--- src/rtl/spi_slave_word_link_pkg.sv ---
// Shared definitions for the SPI slave word link: FSM state encodings.
package spi_slave_word_link_pkg;

  typedef logic [1:0] state_t;

  localparam state_t ST_IDLE   = 2'd0;
  localparam state_t ST_LOAD   = 2'd1;
  localparam state_t ST_ACTIVE = 2'd2;
  localparam state_t ST_REFILL = 2'd3;

endpackage

--- src/rtl/spi_slave_word_link_if.sv ---
// SPI pins plus RX/TX word-buffer handshake, grouped for the SPI slave link.
interface spi_slave_word_link_if #(
  parameter int unsigned DATA_WIDTH = 32
);

  logic                  sclk;
  logic                  cs_n;
  logic                  mosi;
  logic                  miso;
  logic                  rx_wr;
  logic [DATA_WIDTH-1:0] rx_data;
  logic                  tx_oe;
  logic [DATA_WIDTH-1:0] tx_data;
  logic                  busy;

  modport slave (
    input  sclk, cs_n, mosi, tx_data,
    output miso, rx_wr, rx_data, tx_oe, busy
  );

  modport master (
    output sclk, cs_n, mosi, tx_data,
    input  miso, rx_wr, rx_data, tx_oe, busy
  );

endinterface

--- src/rtl/spi_slave_word_link_sync_edge.sv ---
// Multi-flop synchroniser for an asynchronous input with rise/fall pulses.
module spi_sync_edge #(
  parameter int unsigned STAGES = 2
) (
  input  logic clk,
  input  logic rst,
  input  logic d_i,
  output logic rise_o,
  output logic fall_o
);

  logic [STAGES-1:0] sync_q;
  logic              prev_q;
  logic              lvl;

  assign lvl = sync_q[STAGES-1];

  // Synchroniser chain plus one delay flop for edge detection.
  always_ff @(posedge clk) begin
    if (rst) begin
      sync_q <= '0;
      prev_q <= 1'b0;
    end else begin
      sync_q <= {sync_q[STAGES-2:0], d_i};
      prev_q <= lvl;
    end
  end

  assign rise_o = lvl & ~prev_q;
  assign fall_o = ~lvl & prev_q;

endmodule

--- src/rtl/spi_slave_word_link.sv ---
// SPI mode-0 slave, MSB first: assembles RX words and shifts out TX words
// fetched from the TX buffer, one per received word.
module spi_slave_word_link
  import spi_slave_word_link_pkg::*;
#(
  parameter int unsigned DATA_WIDTH  = 32,
  parameter int unsigned SYNC_STAGES = 2
) (
  input  logic                   clk,
  input  logic                   rst,
  spi_slave_word_link_if.slave   bus
);

  localparam int unsigned CNT_W = $clog2(DATA_WIDTH);
  localparam logic [CNT_W-1:0] LAST_BIT = CNT_W'(DATA_WIDTH - 1);

  logic sclk_rise, sclk_fall;
  logic cs_rise, cs_fall;
  logic [SYNC_STAGES-1:0] mosi_sync_q;
  logic mosi_s;

  state_t                state_q, state_d;
  logic [DATA_WIDTH-1:0] tx_sr_q, tx_sr_d;
  logic [DATA_WIDTH-2:0] rx_sr_q, rx_sr_d;
  logic [CNT_W-1:0]      bit_cnt_q, bit_cnt_d;
  logic [DATA_WIDTH-1:0] rx_data_q, rx_data_d;
  logic                  rx_wr_q, rx_wr_d;
  logic                  miso_q, miso_d;
  logic                  busy_q, busy_d;
  logic                  armed_q, armed_d;
  logic                  skip_q, skip_d;
  logic                  tx_oe;

  spi_sync_edge #(.STAGES(SYNC_STAGES)) u_sclk_sync (
    .clk    (clk),
    .rst    (rst),
    .d_i    (bus.sclk),
    .rise_o (sclk_rise),
    .fall_o (sclk_fall)
  );

  spi_sync_edge #(.STAGES(SYNC_STAGES)) u_cs_sync (
    .clk    (clk),
    .rst    (rst),
    .d_i    (bus.cs_n),
    .rise_o (cs_rise),
    .fall_o (cs_fall)
  );

  // mosi needs the same latency as sclk but no edge detection.
  always_ff @(posedge clk) begin
    if (rst) mosi_sync_q <= '0;
    else     mosi_sync_q <= {mosi_sync_q[SYNC_STAGES-2:0], bus.mosi};
  end

  assign mosi_s = mosi_sync_q[SYNC_STAGES-1];

  // Next-state logic: word assembly, TX fetch/shift and frame control.
  // armed follows cs_rise: the synchroniser resets low, so the first cycle
  // it sees cs_n high is always a rise.
  always_comb begin
    state_d   = state_q;
    tx_sr_d   = tx_sr_q;
    rx_sr_d   = rx_sr_q;
    bit_cnt_d = bit_cnt_q;
    rx_data_d = rx_data_q;
    rx_wr_d   = 1'b0;
    miso_d    = miso_q;
    busy_d    = busy_q;
    armed_d   = armed_q | cs_rise;
    skip_d    = skip_q;
    tx_oe     = 1'b0;

    case (state_q)
      ST_IDLE: begin
        if (cs_fall && armed_q) begin
          tx_oe   = 1'b1;
          busy_d  = 1'b1;
          state_d = ST_LOAD;
        end
      end
      ST_LOAD: begin
        tx_sr_d = bus.tx_data;
        miso_d  = bus.tx_data[DATA_WIDTH-1];
        skip_d  = 1'b0;
        state_d = ST_ACTIVE;
      end
      ST_ACTIVE: begin
        if (sclk_rise) begin
          rx_sr_d = {rx_sr_q[DATA_WIDTH-3:0], mosi_s};
          if (bit_cnt_q == LAST_BIT) begin
            rx_data_d = {rx_sr_q, mosi_s};
            rx_wr_d   = 1'b1;
            bit_cnt_d = '0;
            tx_oe     = 1'b1;
            state_d   = ST_REFILL;
          end else begin
            bit_cnt_d = bit_cnt_q + CNT_W'(1);
          end
        end else if (sclk_fall) begin
          // The fall right after a refill keeps the freshly loaded MSB.
          if (skip_q) begin
            skip_d = 1'b0;
          end else begin
            tx_sr_d = tx_sr_q << 1;
            miso_d  = tx_sr_q[DATA_WIDTH-2];
          end
        end
      end
      ST_REFILL: begin
        tx_sr_d = bus.tx_data;
        miso_d  = bus.tx_data[DATA_WIDTH-1];
        skip_d  = 1'b1;
        state_d = ST_ACTIVE;
      end
      default: state_d = ST_IDLE;
    endcase

    // Deselect overrides everything except a word completing in this cycle.
    if (cs_rise) begin
      state_d   = ST_IDLE;
      busy_d    = 1'b0;
      miso_d    = 1'b0;
      bit_cnt_d = '0;
      rx_sr_d   = '0;
      skip_d    = 1'b0;
    end
  end

  // State registers with synchronous reset.
  always_ff @(posedge clk) begin
    if (rst) begin
      state_q   <= ST_IDLE;
      tx_sr_q   <= '0;
      rx_sr_q   <= '0;
      bit_cnt_q <= '0;
      rx_data_q <= '0;
      rx_wr_q   <= 1'b0;
      miso_q    <= 1'b0;
      busy_q    <= 1'b0;
      armed_q   <= 1'b0;
      skip_q    <= 1'b0;
    end else begin
      state_q   <= state_d;
      tx_sr_q   <= tx_sr_d;
      rx_sr_q   <= rx_sr_d;
      bit_cnt_q <= bit_cnt_d;
      rx_data_q <= rx_data_d;
      rx_wr_q   <= rx_wr_d;
      miso_q    <= miso_d;
      busy_q    <= busy_d;
      armed_q   <= armed_d;
      skip_q    <= skip_d;
    end
  end

  assign bus.miso    = miso_q;
  assign bus.rx_wr   = rx_wr_q;
  assign bus.rx_data = rx_data_q;
  assign bus.tx_oe   = tx_oe;
  assign bus.busy    = busy_q;

endmodule

--- src/flat_wrapper.sv ---
// flat-port wrapper written by rule: the top's interface ports become plain ports
module spi_slave_word_link_flat import spi_slave_word_link_pkg::*;
#(
  parameter int unsigned DATA_WIDTH  = 32,
  parameter int unsigned SYNC_STAGES = 2
)
  (clk, rst, bus_sclk, bus_cs_n, bus_mosi, bus_tx_data, bus_miso, bus_rx_wr, bus_rx_data, bus_tx_oe, bus_busy);
  spi_slave_word_link_if #(.DATA_WIDTH(DATA_WIDTH)) bus_i ();
  input  logic clk;
  input  logic rst;
  input wire logic [$bits(bus_i.sclk)-1:0] bus_sclk;
  input wire logic [$bits(bus_i.cs_n)-1:0] bus_cs_n;
  input wire logic [$bits(bus_i.mosi)-1:0] bus_mosi;
  input wire logic [$bits(bus_i.tx_data)-1:0] bus_tx_data;
  output wire logic [$bits(bus_i.miso)-1:0] bus_miso;
  output wire logic [$bits(bus_i.rx_wr)-1:0] bus_rx_wr;
  output wire logic [$bits(bus_i.rx_data)-1:0] bus_rx_data;
  output wire logic [$bits(bus_i.tx_oe)-1:0] bus_tx_oe;
  output wire logic [$bits(bus_i.busy)-1:0] bus_busy;
  assign bus_i.sclk = bus_sclk;
  assign bus_i.cs_n = bus_cs_n;
  assign bus_i.mosi = bus_mosi;
  assign bus_i.tx_data = bus_tx_data;
  assign bus_miso = bus_i.miso;
  assign bus_rx_wr = bus_i.rx_wr;
  assign bus_rx_data = bus_i.rx_data;
  assign bus_tx_oe = bus_i.tx_oe;
  assign bus_busy = bus_i.busy;
  spi_slave_word_link #(.DATA_WIDTH(DATA_WIDTH), .SYNC_STAGES(SYNC_STAGES)) u_core (.clk(clk), .rst(rst), .bus(bus_i));
endmodule
--- config.mk ---
export PLATFORM = sky130hd
export DESIGN_NAME = spi_slave_word_link_flat
export DESIGN_NICKNAME = d
export VERILOG_FILES = /design/src/rtl/spi_slave_word_link_pkg.sv /design/src/rtl/spi_slave_word_link_if.sv /design/src/rtl/spi_slave_word_link_sync_edge.sv /design/src/rtl/spi_slave_word_link.sv /design/src/flat_wrapper.sv
export SDC_FILE = /design/constraint.sdc
export NUM_CORES = 1
export LEC_CHECK = 0
export BUFFER_PORTS_ARGS = -buffer_cell sky130_fd_sc_hd__buf_2
export CAP_MARGIN = 10
export CORE_ASPECT_RATIO = 0.6
export CORE_MARGIN = 1
export CORE_UTILIZATION = 45
export CTS_BUF_LIST = sky130_fd_sc_hd__clkbuf_16
export CTS_CLUSTER_SIZE = 40
export DETAILED_ROUTE_END_ITERATION = 10
export HOLD_SLACK_MARGIN = 0.06
export PLACE_DENSITY_LB_ADDON = 0.08
export SETUP_SLACK_MARGIN = 0.1
export SYNTH_ARGS = -nofsm -noshare
export SYNTH_HDL_FRONTEND = slang
export SYNTH_SLANG_ARGS = --single-unit
export TNS_END_PERCENT = 100
--- constraint.sdc ---
create_clock -name clk -period 3.27 [get_ports clk]
set_input_delay 0.1635 -clock clk [delete_from_list [all_inputs] [get_ports clk]]
set_output_delay 0.1635 -clock clk [all_outputs]
set_load 0.02 [all_outputs]
==> results.tsv, run 1 <==
metric	value	unit
outcome	completed	
fin_total_pwr	3330	µW
post_drt_wl_per_cell	13.7	µm
path_clk_slew	50	ps
numCtsBuffers	17	
postPlaceCellArea	4820	µm²
cp_max_fo	42	
fmax	433	MHz
antenna_found_initial	0	
criticalPathCategory	reg -> out	
maxCapViolCount	0	
multi_input_area	1940	µm²
worstSetupEndpointType	output port	
cts_tree	built	
synth_top_area_share	51.2	%
wl_met3	307	µm
dr.pass1.iters	4	
netlist_instances	501	
cts_resized	0	
synth_nets	540	
finClkSkew	7.30	ps
synth_area	4460	µm²
drive_gt1_share	21.3	%
grt_pass1_vias	3300	
clk_latency	400	ps
finish.utilization	58.1	%
routed_wl	9.53	mm
timing.final.ws_setup	958	ps
worst-endpoint-arrival	2150	ps
final_area	5460	µm²
dominantRegCellSynth	dfxtp_1	
syn2layout_area_growth	22.4	%
max-clock-path-buffers	2	
synth_top_cell_by_area	dfxtp_1	
setup_viol	0	
yosys.area_share.simple	17.2	%
synthXorXnorAreaFrac	0	%
maxSlewViolCount	0	
highest_layer	met4	
via_per_inst	5.20	
ys_ff_latch	114	
ys_types	29	
synth_edf_count	0	
powerDensity	611	nW/µm²
yosysSeqAreaShare	51.2	%
synthMuxAreaShare	6.96	%
hold_depth	3	
relSlewSlack	39.8	%
fin_nets	593	
n_antenna_cell	0	
chipWidth	130	µm
synth-compound-area-share	18.7	%
avgSynthCellArea	8.90	µm²
ctsHoldBuffers	4	
tns	0	ps
hold_viol	0	
met2_length	3.94	mm
ys_async_sr_fraction	0	%
place_ws	1170	ps
register_area	2280	µm²
core	9390	µm²
p_leak	0.00191	µW
drt_iter0_markers	213	
rsz0062_at_grt	no	
vdd_drop_max	438	µV
post_cts_buffers	0	
r2r_slack	1180	ps
dieArea	10300	µm²
worstMarginPinSlew	903	ps
fillers	877	
row_count	27	
synth_fa_ha_area_share	0.561	%
route.vias.total	3624	
rr_worst_depth	6	
yosys_warnings	0	
overflow	0	
cts.sinks	114	
ant_nets	0	
gp_congestion	0.741	
cts.htree.levels	4	
detailed_place_hpwl	5.61	mm
min_period_over_period	70.7	%
startpoint_type	flip-flop	
root_buffer	clkbuf_16	
grt_use_total	20.0	%
routedLengthMet1	5.17	mm
synth_top_family_by_area	compound AO/OA/AOI/OAI gates	
start_util	47.5	%
synth_area_leaders	dfxtp_1 51%, a21oi_1 8.0%, mux2i_1 7.0%	
drc	0	
io_pins	73	
port_buffers	72	
grt_max_degree	46	
min_period	2310	ps
grt_first_pass_wirelength	15.7	mm
cp.required	3110	ps
hp-class	in -> reg	
die_h	79.1	µm
## final cells by class
type	instances	share of cell area [%]
Clock buffer	17	7.80
Clock inverter	15	3.16
Inverter	2	0.138
Multi-Input combinational cell	335	35.6
Sequential cell	114	41.8
Tap cell	130	2.98
Timing Repair Buffer	84	8.44
## placed cells by master (no fill, tap or decap), drive strengths merged, types with 2 or more instances in the layout
| cell | synthesis | layout |
|---|---|---|
| nand4b | 2 | 2 |
| nor3 | 31 | 31 |
| nor2b | 10 | 10 |
| and4bb | 2 | 2 |
| buf | 18 | 80 |
| dlygate4sd3 | 0 | 4 |
| dfxtp | 114 | 114 |
| ha | 2 | 2 |
| o21ai | 35 | 35 |
| bufinv | 0 | 4 |
| mux2i | 31 | 31 |
| nor2 | 6 | 6 |
| a211oi | 31 | 31 |
| nand3 | 33 | 33 |
| a21oi | 71 | 71 |
| or2 | 2 | 2 |
| clkinv | 0 | 9 |
| nand2 | 72 | 72 |
| clkbuf | 32 | 17 |
| inv | 2 | 3 |
## per-stage QoR
step / std cells / hold slack (ps)
2_1_floorplan: 501 / 292
3_3_place_gp: 661 / 380
3_5_place_dp: 661 / 383
4_1_cts: 697 / 95.1
5_1_grt: 697 / 111
6_report: 697 / 109
## report_power, final
part | internal, µW | leakage [µW] | switching, µW | total [µW]
logic | 27.1 | 0.000696 | 38.3 | 65.4
clock network | 1250 | 0.000293 | 615 | 1870
registers | 1400 | 0.000920 | 3.14 | 1400
## logic make-up (layout without fill, tap and decap cells)
group	count (synthesis)	in the layout
mux	31	31
simple gates	163	163
buf+inv	52	118
compound gates	139	139
flops	114	114
fa+ha+maj	2	2
## synth_stat cells, types with 2 or more instances
cell	count
dfxtp_1	114
nand2_1	72
a21oi_1	71
o21ai_0	35
nand3_1	33
clkbuf_1	32
mux2i_1	31
nor3_1	31
a211oi_1	19
a211oi_2	12
buf_2	12
nor2b_1	10
nor2_1	6
buf_6	3
and4bb_1	2
buf_1	2
ha_1	2
inv_1	2
nand4b_1	2
## metal layers
metal | up-vias | GRT usage (%)
li1 | 1877 | -
met1 | 1689 | 28.3
met2 | 50 | 27.2
met3 | 8 | 5.59
met4 | 0 | 10.3
met5 | - | 0
## registers in the layout (all words and copies together) (netlist names), 2 cells and up
| signal | count |
|---|---|
| u_core.tx_sr_q | 31 |
| u_core.rx_sr_q | 31 |
| u_core.mosi_sync_q | 2 |
| u_core.state_q | 2 |
| u_core.u_sclk_sync.sync_q | 2 |
| u_core.u_cs_sync.sync_q | 2 |
| u_core.bit_cnt_q | 5 |
| u_core.bus.rx_data | 32 |
## worst max-delay path: stages, from the launching register on
cell,delay [ps]
dfxtp_1,410
and4bb_2,820
nand2_1,230
nand2_1,120
buf_2,160
## worst paths after layout
kind / start / end
max: u_core.state_q[1] / bus_tx_oe
max reg2reg: u_core.bit_cnt_q[0] / u_core.bus.rx_data[30]
min: bus_tx_data[9] / u_core.tx_sr_q[9]
min reg2reg: u_core.mosi_sync_q[0] / u_core.mosi_sync_q[1]
No activity file was read; power rests on OpenSTA's default activity.
==> run 2: changes to the inputs <==
Settings changed: ABC_AREA from default to 1.
Clock period 3.27 ns to 2.2 ns, I/O delays scaled along.
==> results.tsv, run 2 <==
metric	value	unit	change
outcome	completed		
synth_nets	681		+26%
criticalPathCategory	reg -> out		
placed_cells	818		+24%
grt_max_degree	64		+39%
clk_latency	410	ps	about the same
start_util	47.1	%	-0.36 points
route.vias.total	4048		+12%
numCtsBuffers	17		unchanged
cts_tree	built		
root_buffer	clkbuf_16		
max-clock-path-buffers	2		unchanged
hold_ws	121	ps	+12.3 ps
synth_top_area_share	48.2	%	-3.0 points
hp-class	in -> reg		
dominantRegCellSynth	dfxtp_1		
dr.pass1.iters	5		+1
path_buf_inv	2		+1
port_buffers	72		unchanged
cp_cell_sequence	ha_2 > and3_1 > ha_2 > nand3_4 > nor2_8 > inv_8 > nand2_1 > buf_4		
fin_nets	747		+26%
ys_ff_latch	114		unchanged
drive_gt1_share	18.3	%	-3.0 points
hold_depth	3		unchanged
detailed_place_hpwl	6.51	mm	+16%
routed_wl	10.4	mm	+9.3%
r2r_slack	330	ps	-850 ps
cp_max_fo	26		-38%
maxSlewViolCount	0		unchanged
netlist_instances	642		+28%
cp.required	2090	ps	-1020 ps
yosys_warnings	0		unchanged
via_per_inst	4.73		-9.0%
ant_nets	0		unchanged
synth_area_leaders	dfxtp_1 48%, nand2_1 13%, nor2_1 9.3%		
syn2layout_area_growth	22.9	%	
finClkSkew	7.19	ps	-0.105 ps
yosysSeqAreaShare	48.2	%	-3.0 points
final_common_cell	nand2_1		
min_period	1950	ps	
r2r-start	u_core.bit_cnt_q[0]		
antenna_found_initial	0		unchanged
rsz0062_at_grt	no		
grt_first_pass_wirelength	17.1	mm	+9.0%
drc	0		unchanged
relSlewSlack	59.0	%	+19 points
final_cell_mix	160 x nand2_1, 117 x nor2_1, 112 x dfxtp_1		
vdd_drop_max	480	µV	+9.7%
core	10100	µm²	+7.1%
largest_register_ff_count	32		unchanged
worstMarginPinSlew	613	ps	-290 ps
chipWidth	134	µm	+3.0%
gp_congestion	0.786		+6.1%
avgSynthCellArea	7.38	µm²	-17%
yosysMostFrequentCell	nand2_1		
setup_viol	0		unchanged
fin_cells	856		+23%
dieArea	11000	µm²	+6.1%
hp-start	rst		
grt_use_total	20.1	%	+0.14 points
crit_top_cell	ha_2		
fmax	512	MHz	
worst-path-stages	8		+4
worstSetupEndpointType	output port		
maxCapViolCount	0		unchanged
cp_top_family	simple AND/OR/NAND/NOR gates		
synth_edf_count	0		unchanged
cts.htree.levels	4		unchanged
final_area	5820	µm²	+6.7%
startpoint_type	flip-flop		
row_count	28		+3.7%
postPlaceCellArea	5100	µm²	+5.9%
r2r-end	u_core.bit_cnt_q[0]		
holdPathEnd	u_core.bus.rx_data[30]		
ys_async_sr_fraction	0	%	unchanged
worst-endpoint-arrival	1840	ps	-310 ps
post_drt_wl_per_cell	12.2	µm	-11%
synth.top_cells.by_count	160 x nand2_1, 117 x nor2_1, 114 x dfxtp_1, 57 x a21oi_1, 42 x nand3_1		
grt_pass1_vias	3494		+5.9%
critical-path-max-stage-delay	340	ps	-480 ps
powerDensity	891	nW/µm²	+46%
min_period_over_period	88.8	%	
p_leak	0.00244	µW	+28%
overflow	0		unchanged
finish.utilization	57.9	%	-0.20 points
tns	0	ps	unchanged
io_pins	73		unchanged
rr_worst_depth	10		+4
synth_area	4740	µm²	+6.3%
synth_top_cell_by_area	dfxtp_1		
cts.sinks	114		unchanged
drt_iter0_markers	284		+33%
die_h	81.5	µm	+3.0%
cp_slowest_cell	dfxtp_2		
n_antenna_cell	0		unchanged
path_clk_slew	50	ps	about the same
hold_viol	0		unchanged
ys_types	29		unchanged
==> run 2: cell types whose count changed after synthesis, moves of 9 or more <==
| cell | before | now |
|---|---|---|
| inv_1 | 2 | 17 |
| nand2_1 | 72 | 160 |
| nor2_1 | 6 | 117 |
| mux2i_1 | 31 | 0 |
| a211oi_1 | 19 | 0 |
| buf_4 | 1 | 12 |
| o21ai_1 | 0 | 10 |
| and2_0 | 0 | 30 |
| a21oi_1 | 71 | 57 |
| a211oi_2 | 12 | 0 |
| nor2b_1 | 10 | 0 |
| nand3_1 | 33 | 42 |
| clkbuf_1 | 32 | 4 |
| nor3_1 | 31 | 0 |
==> run 2: repair_timing <==
action,CTS,global route
pin swaps,2,2
buffers inserted,2,0
endpoints found under the setup margin,1,7
hold buffers,4,0
gates resized for setup,3,5
endpoints found under the hold margin,4,0
==> run 2: logic make-up after synthesis <==
logic type | after synthesis | share of synthesized area [%]
flip-flops | 114 | 48.2
adder cells (fa/ha/maj) | 2 | 0.528
XOR/XNOR | 1 | 0.185
buffers and inverters | 62 | 7.29
AND/OR/NAND/NOR | 359 | 32.5
AO/OA/AOI/OAI | 104 | 11.3
==> run 2: worst register-to-register path, cell delays in order (launching register included) <==
cell,delay (ps)
dfxtp_2,340
ha_2,180
and3_1,180
ha_2,190
nand3_4,90
nor2_8,130
buf_4,230
buf_4,220
nor2_1,70
inv_1,80
nor2_1,40
==> run 2: worst max-delay path by stage <==
stage,startpoint,slack [ps],endpoint
global route,u_core.bit_cnt_q[0],120,bus_tx_oe
CTS,u_core.bit_cnt_q[0],140,bus_tx_oe
detailed placement,u_core.bit_cnt_q[0],260,bus_tx_oe
global placement,u_core.bit_cnt_q[0],310,bus_tx_oe
floorplan,u_core.bit_cnt_q[0],550,bus_tx_oe
finish,u_core.bit_cnt_q[0],250,bus_tx_oe
==> run 2: per-stage QoR <==
step	setup slack [ps]	power (µW)
2_1_floorplan	551	2200
6_report	245	5190
3_3_place_gp	310	2260
4_1_cts	136	5240
5_1_grt	123	5370
3_5_place_dp	260	2260
==> run 2: area by class of cell <==
type,count,area [µm²]
Fill cell,928,4230
Sequential cell,114,2280
Multi-Input combinational cell,466,2130
Timing Repair Buffer,88,505
Clock buffer,17,425
Clock inverter,15,215
Tap cell,135,169
Inverter,21,88.8
==> run 2: metal layers <==
metal	global-route usage, %	up-vias	wire length, µm
met5	0	-	0
met4	6.74	0	84
met3	5.93	10	512
met2	29.7	83	4360
met1	28.1	1777	5450
li1	-	2178	-
==> run 2: where the power goes <==
| group | switching (µW) | internal, µW |
|---|---|---|
| logic | 79.0 | 56.3 |
| clock network | 973 | 2000 |
| registers | 5.90 | 2080 |
